`config.mk`:
```
export PLATFORM = sky130hd
export DESIGN_NAME = vedic_mult_pipe
export DESIGN_NICKNAME = d
export VERILOG_FILES = /design/src/rtl/vedic_pkg.sv /design/src/rtl/vedic_core.sv /design/src/rtl/vedic_mult_pipe.sv
export SDC_FILE = /design/constraint.sdc
export NUM_CORES = 1
export LEC_CHECK = 0
export BUFFER_PORTS_ARGS = -buffer_cell sky130_fd_sc_hd__buf_2
export CORE_MARGIN = 8
export CORE_UTILIZATION = 50
export DETAILED_ROUTE_END_ITERATION = 16
export HOLD_SLACK_MARGIN = 0.02
export PLACE_DENSITY = 0.68
export SETUP_SLACK_MARGIN = 0.1
export SYNTH_ARGS = -nofsm -noshare
export SYNTH_HDL_FRONTEND = slang
export SYNTH_SLANG_ARGS = --single-unit
```
`constraint.sdc`:
```
create_clock -name clk -period 6.3 [get_ports clk]
set_clock_uncertainty 0.2 [all_clocks]
set_input_delay 1.26 -clock clk [delete_from_list [all_inputs] [get_ports clk]]
set_output_delay 1.26 -clock clk [all_outputs]
set_load 0.1 [all_outputs]
```
`src/rtl/vedic_pkg.sv`:
```
// Shared constants for the Vedic pipelined multiplier.
// Holds the legal operand widths and the pipeline depth.
// A helper lets the top module reject illegal widths at elaboration.
package vedic_pkg;

  // Depth of the multiply pipeline (operand register stage + result stage).
  localparam int NUM_STAGES = 2;

  // Operand widths the recursive core is built and checked for.
  localparam int NUM_LEGAL_WIDTHS = 3;
  localparam int LEGAL_WIDTHS [NUM_LEGAL_WIDTHS] = '{8, 16, 32};

  // True when w appears in the legal width list.
  function automatic bit is_legal_width(input int w);
    bit ok;
    ok = 1'b0;
    for (int i = 0; i < NUM_LEGAL_WIDTHS; i++) begin
      if (LEGAL_WIDTHS[i] == w) ok = 1'b1;
    end
    return ok;
  endfunction

endpackage

```
`src/rtl/vedic_core.sv`:
```
// Purpose: unsigned W x W Vedic (Urdhva-Tiryagbhyam) multiplier, recursive to a 2x2 base.
// Latency: purely combinational, 0 cycles.
// Backpressure: none; the enclosing pipeline registers around it.
module vedic_core #(
  parameter int W = 8
) (
  input  logic [W-1:0]   a,
  input  logic [W-1:0]   b,
  output logic [2*W-1:0] p
);

  generate
    if (W == 2) begin : g_base
      logic c1;

      // 2x2 crosswise/vertical base cell: two half adders on the four bit products.
      always_comb begin
        p[0] = a[0] & b[0];
        p[1] = (a[1] & b[0]) ^ (a[0] & b[1]);
        c1   = (a[1] & b[0]) & (a[0] & b[1]);
        p[2] = (a[1] & b[1]) ^ c1;
        p[3] = (a[1] & b[1]) & c1;
      end
    end else begin : g_split
      localparam int H = W / 2;

      logic [W-1:0] pp_ll;
      logic [W-1:0] pp_hl;
      logic [W-1:0] pp_lh;
      logic [W-1:0] pp_hh;
      logic [W:0]   mid;

      vedic_core #(.W(H)) u_ll (.a(a[H-1:0]), .b(b[H-1:0]), .p(pp_ll));
      vedic_core #(.W(H)) u_hl (.a(a[W-1:H]), .b(b[H-1:0]), .p(pp_hl));
      vedic_core #(.W(H)) u_lh (.a(a[H-1:0]), .b(b[W-1:H]), .p(pp_lh));
      vedic_core #(.W(H)) u_hh (.a(a[W-1:H]), .b(b[W-1:H]), .p(pp_hh));

      // Recombine the half-width products; the cross terms share one carry bit.
      always_comb begin
        mid = {1'b0, pp_hl} + {1'b0, pp_lh};
        p   = {pp_hh, pp_ll} + {{(H-1){1'b0}}, mid, {H{1'b0}}};
      end
    end
  endgenerate

endmodule

```
`src/rtl/vedic_mult_pipe.sv`:
```
// Purpose: 2-stage signed/unsigned WIDTH x WIDTH multiplier built from four Vedic half-width cores.
// Latency: 2 cycles from input transfer to out_valid; one result per cycle when unstalled.
// Backpressure: in_ready = !out_valid || out_ready; both stages freeze together when it is low.
module vedic_mult_pipe
  import vedic_pkg::*;
#(
  parameter int WIDTH     = 16,
  parameter int SIGNED_EN = 1
) (
  input  logic                 clk,
  input  logic                 rst,
  input  logic                 in_valid,
  output logic                 in_ready,
  input  logic [WIDTH-1:0]     i1,
  input  logic [WIDTH-1:0]     i2,
  input  logic                 sgn,
  output logic                 out_valid,
  input  logic                 out_ready,
  output logic [2*WIDTH-1:0]   Product
);

  localparam int H  = WIDTH / 2;
  localparam int PW = 2 * WIDTH;

  if (!is_legal_width(WIDTH)) begin : g_width_check
    $error("vedic_mult_pipe: WIDTH must be one of 8, 16, 32");
  end

  // Pipeline-wide enable: the output slot is free or being drained this cycle.
  logic advance;

  // Stage-1 combinational operand conditioning.
  logic             signed_mode;
  logic [WIDTH-1:0] mag1;
  logic [WIDTH-1:0] mag2;
  logic             res_neg;
  logic [WIDTH-1:0] pp_ll;
  logic [WIDTH-1:0] pp_hl;
  logic [WIDTH-1:0] pp_lh;
  logic [WIDTH-1:0] pp_hh;

  // Stage-1 registers.
  logic             s1_vld_q, s1_vld_d;
  logic             s1_neg_q, s1_neg_d;
  logic [WIDTH-1:0] pp_ll_q, pp_ll_d;
  logic [WIDTH-1:0] pp_hl_q, pp_hl_d;
  logic [WIDTH-1:0] pp_lh_q, pp_lh_d;
  logic [WIDTH-1:0] pp_hh_q, pp_hh_d;

  // Stage-2 combinational recombination.
  logic [WIDTH:0]   mid;
  logic [PW-1:0]    mag_prod;
  logic [PW-1:0]    signed_prod;

  // Stage-2 registers.
  logic             out_vld_q, out_vld_d;
  logic [PW-1:0]    prod_q, prod_d;

  assign advance   = !out_vld_q || out_ready;
  assign in_ready  = advance;
  assign out_valid = out_vld_q;
  assign Product   = prod_q;

  // Operand magnitudes and result sign; the most negative value negates to
  // itself, which read as unsigned is exactly its magnitude 2^(WIDTH-1).
  always_comb begin
    signed_mode = (SIGNED_EN != 0) && sgn;
    mag1        = (signed_mode && i1[WIDTH-1]) ? (~i1 + WIDTH'(1)) : i1;
    mag2        = (signed_mode && i2[WIDTH-1]) ? (~i2 + WIDTH'(1)) : i2;
    res_neg     = signed_mode && (i1[WIDTH-1] ^ i2[WIDTH-1]);
  end

  vedic_core #(.W(H)) u_pp_ll (.a(mag1[H-1:0]),     .b(mag2[H-1:0]),     .p(pp_ll));
  vedic_core #(.W(H)) u_pp_hl (.a(mag1[WIDTH-1:H]), .b(mag2[H-1:0]),     .p(pp_hl));
  vedic_core #(.W(H)) u_pp_lh (.a(mag1[H-1:0]),     .b(mag2[WIDTH-1:H]), .p(pp_lh));
  vedic_core #(.W(H)) u_pp_hh (.a(mag1[WIDTH-1:H]), .b(mag2[WIDTH-1:H]), .p(pp_hh));

  // Stage-1 next state: capture partial products on an accepted transfer, bubble otherwise.
  always_comb begin
    s1_vld_d = s1_vld_q;
    s1_neg_d = s1_neg_q;
    pp_ll_d  = pp_ll_q;
    pp_hl_d  = pp_hl_q;
    pp_lh_d  = pp_lh_q;
    pp_hh_d  = pp_hh_q;
    if (advance) begin
      s1_vld_d = in_valid;
      if (in_valid) begin
        s1_neg_d = res_neg;
        pp_ll_d  = pp_ll;
        pp_hl_d  = pp_hl;
        pp_lh_d  = pp_lh;
        pp_hh_d  = pp_hh;
      end
    end
  end

  // Stage-2 recombination and sign fix-up; a zero magnitude stays zero.
  always_comb begin
    mid         = {1'b0, pp_hl_q} + {1'b0, pp_lh_q};
    mag_prod    = {pp_hh_q, pp_ll_q} + {{(H-1){1'b0}}, mid, {H{1'b0}}};
    signed_prod = (s1_neg_q && (mag_prod != '0)) ? (~mag_prod + PW'(1)) : mag_prod;
  end

  // Stage-2 next state: load the result when advancing, otherwise hold it for the consumer.
  always_comb begin
    out_vld_d = out_vld_q;
    prod_d    = prod_q;
    if (advance) begin
      out_vld_d = s1_vld_q;
      if (s1_vld_q) prod_d = signed_prod;
    end
  end

  // Pipeline registers; reset empties both stages and zeroes the result.
  always_ff @(posedge clk or posedge rst) begin
    if (rst) begin
      s1_vld_q  <= 1'b0;
      s1_neg_q  <= 1'b0;
      pp_ll_q   <= '0;
      pp_hl_q   <= '0;
      pp_lh_q   <= '0;
      pp_hh_q   <= '0;
      out_vld_q <= 1'b0;
      prod_q    <= '0;
    end else begin
      s1_vld_q  <= s1_vld_d;
      s1_neg_q  <= s1_neg_d;
      pp_ll_q   <= pp_ll_d;
      pp_hl_q   <= pp_hl_d;
      pp_lh_q   <= pp_lh_d;
      pp_hh_q   <= pp_hh_d;
      out_vld_q <= out_vld_d;
      prod_q    <= prod_d;
    end
  end

endmodule

```
* Word level (Yosys, flattened, before mapping)
Cells that the tools add are included.
** Operators by class
- Add/sub/neg operators :: 45
- Muxes and demuxes :: 3
- Bitwise logic cells :: 516
- Reductions and logical operators :: 9
** Operators by type and width (count)
- 1-bit AND :: 384
- 1-bit XOR :: 129
- 8-bit by 7-bit adder with 8-bit output :: 16
- 4-bit by 4-bit adder with 5-bit output :: 16
- 16-bit by 13-bit adder with 16-bit output :: 4
- 8-bit by 8-bit adder with 9-bit output :: 4
- 16-bit by 1-bit adder with 16-bit output (second input constant) :: 2
- 32-bit by 1-bit adder with 32-bit output (second input constant) :: 1
- 32-bit by 25-bit adder with 32-bit output :: 1
- 16-bit two-way mux :: 2
- 32-bit two-way mux :: 1
- 16-bit inverter :: 2
- 32-bit inverter :: 1
- 32-bit nonzero test :: 1
- 16-bit by 16-bit adder with 17-bit output :: 1
- 1-bit logical AND :: 4
- 2-bit AND reduction :: 2
- 1-bit logical NOT :: 1
- 1-bit logical OR :: 1
** Storage, ports and cells
- Flip-flop bits (word level) :: 99
- Input port bits :: 37
- Output and inout port bits :: 34
- Word-level logic and storage cells :: 581

* Logic depth before layout (Yosys ltp)
Gate-level depths: netlist of run 1.
- Depth in word-level cells :: 10
- Gate-level depth with buffers :: 30
- Depth with buffers taken out :: 28

* Hierarchy
Synthesis of run 1 repeated with hierarchy kept, for this count alone.
** Second synthesis, totals
- Cell total of the unflattened synthesis :: 2046
- Area total of the unflattened synthesis :: 18187.4 µm²
** Modules (own cells, without submodules)
- vedic_mult_pipe :: times used 1, cells an instance 744, area each 7008.0 µm², sequential area each 2477.4 µm²
- vedic_core at u_pp_hh.g_split.u_hh ... :: times used 16, cells an instance 34, area each 311.5 µm², sequential area each 0.0 µm²
- vedic_core at u_pp_hh.g_split.u_hh.g_split.u_hh ... :: times used 64, cells an instance 6, area each 50.0 µm², sequential area each 0.0 µm²
- vedic_core at u_pp_hh ... :: times used 3, cells an instance 93, area each 743.2 µm², sequential area each 0.0 µm²
- vedic_core at u_pp_ll :: times used 1, cells an instance 95, area each 762.0 µm², sequential area each 0.0 µm²

* Least setup slack after synthesis of run 1
OpenSTA, ideal clock, no wires.
- Path kind :: input-to-reg
- Start point :: input i2[0]
- End point :: register pp_lh_q[14]
- Library setup time :: 83 ps
- Arrival :: 6936 ps
- Data required time :: 6017 ps
- Setup slack :: -918 ps
- Stages on the path :: 26
- Buffers on the path :: 2
- Path through :: clkinv_1 clkbuf_1 ha_1 nor3b_1 nand2_1 o41ai_1 xor2_1 clkbuf_1 nor2_1 ha_1 inv_1 fa_1 fa_1 inv_1 ha_1 a21oi_1 xnor2_1 ha_1 a21boi_0 o21ai_0 a21boi_0 o21ai_0 a21boi_0 o21ai_0 xor2_1 o21ai_0
** On the way
- Longest elaborated chain between the ends :: 10
- Elaborated cells between the ends (all ways) :: 140
- Classes of those cells :: add/sub (11); mux (1); bitwise (128)
** RTL lines
- from (decl) :: line vedic_mult_pipe.sv:15 : input logic [WIDTH-1:0] i2,
- 16-bit inverter * :: line vedic_mult_pipe.sv:69 : mag2 = (signed_mode && i2[WIDTH-1]) ? (~i2 + WIDTH'(1)) : i2;
- 16-bit by 1-bit adder with 16-bit output * :: line vedic_mult_pipe.sv:69
- 16-bit two-way mux * :: line vedic_mult_pipe.sv:69
- 1-bit AND :: line vedic_core.sv:19, vedic_core.sv:20
- 1-bit AND :: line vedic_core.sv:20 : c1 = (a[1] & b[0]) & (a[0] & b[1]);
- 1-bit XOR / 1-bit AND (equally long branches) :: line vedic_core.sv:21, vedic_core.sv:22
- 4-bit by 4-bit adder with 5-bit output :: line vedic_core.sv:40 : mid = {1'b0, pp_hl} + {1'b0, pp_lh};
- 8-bit by 7-bit adder with 8-bit output :: line vedic_core.sv:41 : p = {pp_hh, pp_ll} + {{(H-1){1'b0}}, mid, {H{1'b0}}};
- 8-bit by 8-bit adder with 9-bit output :: line vedic_core.sv:40
- 16-bit by 13-bit adder with 16-bit output * :: line vedic_core.sv:41
- to (signal assigned) :: line vedic_mult_pipe.sv:131 : pp_lh_q <= pp_lh_d;
- to (decl) :: line vedic_mult_pipe.sv:47 : logic [WIDTH-1:0] pp_lh_q, pp_lh_d;
Every way passes the cells marked *; elsewhere a longest branch is shown, timed or not.
A chain may end at the register's enable or synchronous reset.

* Final worst setup path of run 1
- Start point :: input i2[6]
- End point :: register pp_lh_q[14]
Same word-level chain as after synthesis.

==> results of run 1 <==
## routing by layer
metal | share of wire, % | track usage, % | vias to the layer above
met1 | 48 | 29.4 | 7003
met3 | 3.8 | 1.73 | 51
met4 | 1.8 | 4.42 | 0
met2 | 47 | 36.8 | 280
met5 | 0 | 0 | -
li1 | - | - | 7559
## cells in the final DEF (no fill, tap or decap), types with 6 or more instances in the layout
cell type / count
ha_1: 345
nor2_1: 312
buf_4: 223
inv_1: 157
xnor2_1: 129
nand2_1: 114
dfrtp_1: 99
a21oi_1: 94
o21ai_0: 70
a21o_1: 69
buf_2: 65
xor2_1: 54
a21oi_2: 51
nand3_1: 38
o21bai_1: 34
fa_1: 33
xnor2_2: 27
ha_4: 25
o31ai_1: 24
nand2b_1: 21
nor2b_1: 17
o21ai_1: 17
o21ai_2: 16
mux2_2: 16
and3_1: 15
nor3_1: 15
buf_6: 15
nor2_2: 12
a31oi_1: 12
inv_2: 10
clkbuf_16: 10
fa_2: 9
or4_1: 7
a21boi_2: 6
o21a_1: 6
mux2i_1: 6
ha_2: 6
## final cells by class
class / instances / area share (%)
multi-input combinational: 1715 / 69.5
sequential: 99 / 12.0
timing repair buffer: 310 / 11.1
inverter: 171 / 3.38
tap: 442 / 2.67
clock buffer: 9 / 1.09
clock inverter: 7 / 0.290
## cell families after synthesis
| family | Yosys count |
|---|---|
| XOR/XNOR | 214 |
| AO/OA/AOI/OAI | 452 |
| multiplexers | 22 |
| flip-flops | 99 |
| buffers and inverters | 232 |
| adder cells (fa/ha/maj) | 418 |
| AND/OR/NAND/NOR | 609 |
## cells in the mapped netlist (4+ instances only)
| cell type | instances |
|---|---|
| or3_1 | 5 |
| a31oi_1 | 12 |
| nor2b_1 | 17 |
| dfrtp_1 | 99 |
| inv_1 | 169 |
| mux2_2 | 16 |
| nor2_1 | 328 |
| o211ai_1 | 5 |
| fa_1 | 42 |
| a211o_1 | 5 |
| a21oi_1 | 146 |
| o21bai_1 | 34 |
| a21o_1 | 69 |
| nor3_1 | 19 |
| or4_1 | 8 |
| nand3b_1 | 4 |
| o31ai_1 | 25 |
| and2_1 | 5 |
| a21boi_0 | 8 |
| and3_1 | 15 |
| o21ai_0 | 103 |
| ha_1 | 376 |
| mux2i_1 | 6 |
| nand2_1 | 120 |
| clkbuf_1 | 55 |
| nand2b_1 | 21 |
| o21a_1 | 6 |
| nor3b_1 | 6 |
| nand3_1 | 40 |
| xor2_1 | 57 |
| xnor2_1 | 156 |
## worst max-delay path, stage by stage
cell      delay (ns)
buf_6           0.10
nor3_4          0.18
nor3b_4         0.25
nand2_2         0.11
o41ai_4         0.39
xor2_1          0.21
buf_4           0.19
nor2_4          0.05
ha_4            0.27
inv_2           0.04
fa_1            0.43
xnor2_1         0.20
ha_1            0.30
xnor2_1         0.15
ha_1            0.37
inv_1           0.06
o21bai_1        0.20
a21oi_2         0.11
xnor2_2         0.15
ha_1            0.29
a21boi_2        0.18
o21ai_4         0.17
a21boi_2        0.08
o21ai_1         0.17
xor2_1          0.21
o21ai_1         0.08
## state kept, by name, indices dropped and copies added (netlist names)
register and cells:
Product 32, out_valid 1, pp_hh_q 16, pp_hl_q 16, pp_lh_q 16, pp_ll_q 16, s1_neg_q 1, s1_vld_q 1
## how the worst max path moves through the flow
| stage | depth (start not counted) | endpoint |
|---|---|---|
| 6_report | 26 | pp_lh_q[14]$_DFFE_PP0P_ |
| 5_1_grt | 29 | pp_ll_q[14]$_DFFE_PP0P_ |
| 4_1_cts | 27 | pp_ll_q[14]$_DFFE_PP0P_ |
| 3_5_place_dp | 28 | pp_ll_q[14]$_DFFE_PP0P_ |
| 3_3_place_gp | 25 | pp_lh_q[14]$_DFFE_PP0P_ |
| 2_1_floorplan | 27 | pp_lh_q[14]$_DFFE_PP0P_ |
## what timing repair did
action / 4_1_cts / 5_1_grt
cloned: 0 / 1
pin swaps: 22 / 153
resized for setup: 22 / 179
endpoints found under the setup margin: 10 / 41
setup buffers: 6 / 30
## metrics by stage
step | utilization [%] | hold WS, ns | TNS (ns) | cells
finish | 63.5 | 0.273 | 0 | 2753
global route | 63.5 | 0.309 | -0.675 | 2753
CTS | 60.2 | 0.281 | 0 | 2722
floorplan | - | 0.252 | -0.0773 | 2046
detailed placement | 58.8 | 0.266 | -5.53 | 2700
global placement | 58.8 | 0.258 | -3.39 | 2700
## where the power goes
part | total, mW | internal, mW | switching, mW
logic | 9.98 | 4.33 | 5.65
registers | 1.14 | 0.928 | 0.213
clock network | 0.531 | 0.275 | 0.256
total | 11.7 | 5.53 | 6.12
==> flow_summary_export.csv, run 1 <==
group,metric,value,unit
run_status,status,"finished, final reports clean",
run,drv_cap,0,
timing,hold_viol,0,
cts,cts_num_sinks,99,
timing,setup_viol,0,
synthesis,synth_top_area_cell,"ha_1",
worst_hold_path,hold_path.class,"reg -> reg",
synthesis,synth_cell_types,76,
synthesis,synth_seq_area_share,14.9,%
setup_path,r2r-start,"pp_hl_q[0]$_DFFE_PP0P_",
die,row_count,66,
cts,cts_buffer_depth,2,
power,vdd_drop_max,0.000434,V
timing,setup_ws,0.126,ns
timing,fmax,0.162,GHz
die,die_w,198,um
placed_design,dp_hpwl,35100,um
finish,multi_input_area,14400,um2
route,avgRoutedWirePerCell,15.7,um
synthesis,yosys_warnings,0,
power,powerDensity,563,nW/um2
synthesis,async_reset_ff_share,100,%
cts,clk_latency,0.35,ns
power,p_leak,10.9,nW
synthesis,yosys.area_share.simple,16.2,%
setup_path,path_class,"in -> reg",
die,die_h,198,um
route,routed_wl,43300,um
cts,cts_root_buffer,"clkbuf_16",
synthesis,synthCells,2046,
setup_path,critPathMaxFanout,4,
synthesis,synth_ff_type,"dfrtp_1",
setup_path,r2r_slack,0.56,ns
finish,nets,2761,
synthesis,synth_top_family_by_area,"adder cells",
setup_path,rr_worst_depth,23,
synthesis,avgSynthCellArea,8.12,um2
grt,grt_overflow_total,0,
finish,layout-drive-gt1-share,24.5,%
finish,syn_to_final_growth,24.5,%
timing,period_needed,6.17,ns
setup_path,required,6.32,ns
worst_hold_path,min_to,"Product[14]$_DFFE_PP0P_",
synthesis,synth_edf_count,0,
timing,slew_viol_final,0,
grt,grt_max_degree,67,
synthesis,yosys.area.top_type_share,28.3,%
route,ant_nets,0,
grt,grt_pass1_wl,70600,um
route,firstDrtPassIters,4,
synthesis,synthTopCellsByArea,"ha_1 28%, dfrtp_1 15%, xnor2_1 8.2%, nor2_1 7.4%, fa_1 5.1%",
setup_path,timing.rr.end,"Product[17]$_DFFE_PP0P_",
synthesis,synthMuxAreaShare,1.45,%
grt,antenna_found_initial,1,
die,coreArea,32600,um2
route,drc,0,
worst_hold_path,min_path_cells,2,
die,io_pins,71,
synthesis,synthXorXnorAreaFrac,11.3,%
synthesis,synth_compound_area_share,17.3,%
cts,clkTransAtPathRegs,0.07,ns
synthesis,syn_nets,2501,
timing,rsz0062_at_grt,"yes",
power,finalPower,11.7,mW
timing,relSlewSlack,38.9,%
synthesis,ys_ff_latch,99,
placed_design,portBuffers,70,
synthesis,synth.cell_area,16600,um2
finish,regArea,2480,um2
placed_design,place_ws,-0.485,ns
cts,cts_made_buffers,9,
grt,grt_pass1_vias,14864,
setup_path,end_kind,"register",
worst_hold_path,min-delay-start,"Product[14]$_DFFE_PP0P_",
route,dr_total_vias,14893,
finish,insertedDiodeCount,0,
die,dieArea,39300,um2
setup_path,startpoint,"i2[6]",
timing,worst-slew-pin-transition,0.914,ns
setup_path,cp_data_arrival_time,6.19,ns
setup_path,start_kind,"input port",
timing,layout_worst_path_cycle_share,98.0,%
synthesis,synth-adder-area-share,33.4,%
placed_design,gp_congestion,0.913,
finish,final_area,20700,um2
cts,hold_buffers,0,
cts,cts_tree,"built",
placed_design,placedInstanceArea,19200,um2
cts,htree_levels,3,
die,initial_core_util,51.0,%
finish,num-fill-cells,2798,
grt,track_usage,21.5,%
route,vias_per_cell,5.41,
route,first_iter_violations,630,
Note: power is estimated with default switching activity, not from simulation.
==> run 2: changes to the inputs <==
==> constraint.sdc (replaced) <==
create_clock -name clk -period 6.1 [get_ports clk]
set_clock_uncertainty 0.2 [all_clocks]
set_input_delay 1.22 -clock clk [delete_from_list [all_inputs] [get_ports clk]]
set_output_delay 1.22 -clock clk [all_outputs]
set_load 0.1 [all_outputs]
==> flow_summary_export.csv, run 2 (synthesized netlist as in run 1, its figures left out) <==
group,metric,value,unit
power,vdd_drop_max,0.000400,V
worst_hold_path,min_to,"Product[8]$_DFFE_PP0P_",
cts,htree_levels,3,
route,drc,0,
finish,final_cell_mix,"342 x ha_1, 303 x nor2_1, 242 x buf_4, 141 x inv_1, 125 x xnor2_1",
route,vias_per_cell,5.43,
setup_path,path_class,"in -> reg",
die,die_h,198,um
setup_path,cp_data_arrival_time,6.08,ns
grt,grt_pass1_wl,70900,um
route,ant_nets,0,
grt,antenna_found_initial,0,
finish,largest_register_ffs,32,
die,dieArea,39300,um2
grt,track_usage,21.6,%
finish,syn_to_final_growth,28.1,%
timing,slew_viol_final,0,
grt,grt_max_degree,67,
worst_hold_path,hold_path.class,"reg -> reg",
cts,clkTransAtPathRegs,0.07,ns
setup_path,end_kind,"register",
die,coreArea,32600,um2
timing,worst-slew-pin-transition,0.656,ns
setup_path,rr_worst_depth,23,
placed_design,portBuffers,70,
timing,hold_viol,0,
die,initial_core_util,51.0,%
finish,num-fill-cells,2699,
setup_path,startpoint,"i2[4]",
cts,cts_tree,"built",
cts,cts_num_sinks,99,
cts,cts_root_buffer,"clkbuf_16",
setup_path,timing.rr.end,"Product[23]$_DFFE_PP0P_",
timing,relSlewSlack,56.3,%
finish,nets,2793,
timing,setup_viol,0,
route,avgRoutedWirePerCell,15.9,um
finish,final_common_cell,"ha_1",
finish,insertedDiodeCount,0,
cts,cts_buffer_depth,2,
route,routed_wl,44400,um
setup_path,critPathMaxFanout,5,
grt,grt_pass1_vias,15050,
power,powerDensity,588,nW/um2
power,p_leak,11.2,nW
worst_hold_path,min-delay-start,"Product[8]$_DFFE_PP0P_",
setup_path,start_kind,"input port",
finish,layout-drive-gt1-share,27.8,%
route,dr_total_vias,15131,
timing,fmax,0.165,GHz
timing,fin_hold_ws,0.273,ns
route,first_iter_violations,573,
die,io_pins,71,
setup_path,r2r-start,"pp_lh_q[0]$_DFFE_PP0P_",
run_status,status,"finished, final reports clean",
die,row_count,66,
setup_path,r2r_slack,0.42,ns
timing,rsz0062_at_grt,"yes",
timing,tns,0,ns
cts,clk_latency,0.35,ns
setup_path,required,6.12,ns
die,die_w,198,um
cts,hold_buffers,0,
timing,layout_worst_path_cycle_share,99.3,%
cts,cts_made_buffers,9,
route,firstDrtPassIters,5,
placed_design,dp_hpwl,35700,um
grt,grt_overflow_total,0,
placed_design,gp_congestion,0.886,
timing,period_needed,6.06,ns
run,drv_cap,0,
worst_hold_path,min_path_cells,2,
## run 2: layout make-up
class                   count  area (um2)  area share (%)
flip-flops and latches     99        2480            11.6
well taps                 442         553            2.60
multi-input cells        1715       14600            68.6
inverters                 171         699            3.29
clock buffers               9         225            1.06
clock inverters             6         113           0.529
repair buffers            342        2620            12.3
## run 2: critical path, cell delays in order
cell      delay [ns]
buf_8           0.10
nor3_4          0.18
nor3b_4         0.26
nand2_2         0.12
o41ai_2         0.33
xor2_1          0.19
buf_4           0.19
nor2_4          0.05
ha_4            0.27
inv_2           0.03
fa_1            0.53
inv_1           0.06
ha_1            0.26
a21o_1          0.19
a21oi_2         0.16
xnor2_1         0.14
ha_1            0.28
a21oi_2         0.23
xnor2_2         0.11
ha_1            0.32
a21boi_4        0.16
o21ai_4         0.20
a21boi_4        0.08
o21ai_2         0.14
xor2_1          0.21
o21ai_1         0.07
## run 2: per-stage QoR
step                      util, %  total power, mW  cells  cell area [um2]  worst slack, ns
after floorplan                 -             8.04   2046            17200           -0.215
after global routing         65.3             13.6   2784            21300           -0.187
after CTS                    61.5             11.5   2746            20000           0.0473
after global placement       59.6             10.4   2721            19500           -0.503
after detailed placement     59.6             10.7   2721            19500           -0.569
final                        65.3             12.5   2784            21300           0.0425
## run 2: how the worst max path moves through the flow
stage               slack [ns]  cells past startpoint                 endpoint
detailed placement       -0.57                     26  pp_lh_q[14]$_DFFE_PP0P_
CTS                       0.05                     27  pp_lh_q[14]$_DFFE_PP0P_
global placement         -0.50                     25  pp_lh_q[14]$_DFFE_PP0P_
finish                    0.04                     26  pp_lh_q[14]$_DFFE_PP0P_
floorplan                -0.21                     27  pp_lh_q[14]$_DFFE_PP0P_
global route             -0.19                     27  pp_hh_q[14]$_DFFE_PP0P_
## run 2: per-layer routing
| metal | wire [um] | GRT usage, % | vias to the layer above |
|---|---|---|---|
| met5 | 0 | 0 | - |
| met4 | 889 | 5.37 | 0 |
| met3 | 1620 | 1.70 | 72 |
| met2 | 21500 | 37.9 | 281 |
| met1 | 20400 | 28.4 | 7140 |
| li1 | - | - | 7638 |
## run 2: where the power goes
group          total, mW  switching (mW)  leakage [nW]  internal, mW
combinational       10.7            6.03          9.79          4.66
clock              0.654           0.254         0.166         0.400
sequential          1.17           0.209          1.23         0.958
total               12.5            6.50          11.2          6.01
## run 2: what timing repair did
item	CTS	global route
pin swaps	52	124
buffers inserted	10	37
endpoints found under the hold margin	0	0
gates resized for setup	47	221
cloned	0	1
endpoints found under the setup margin	18	45
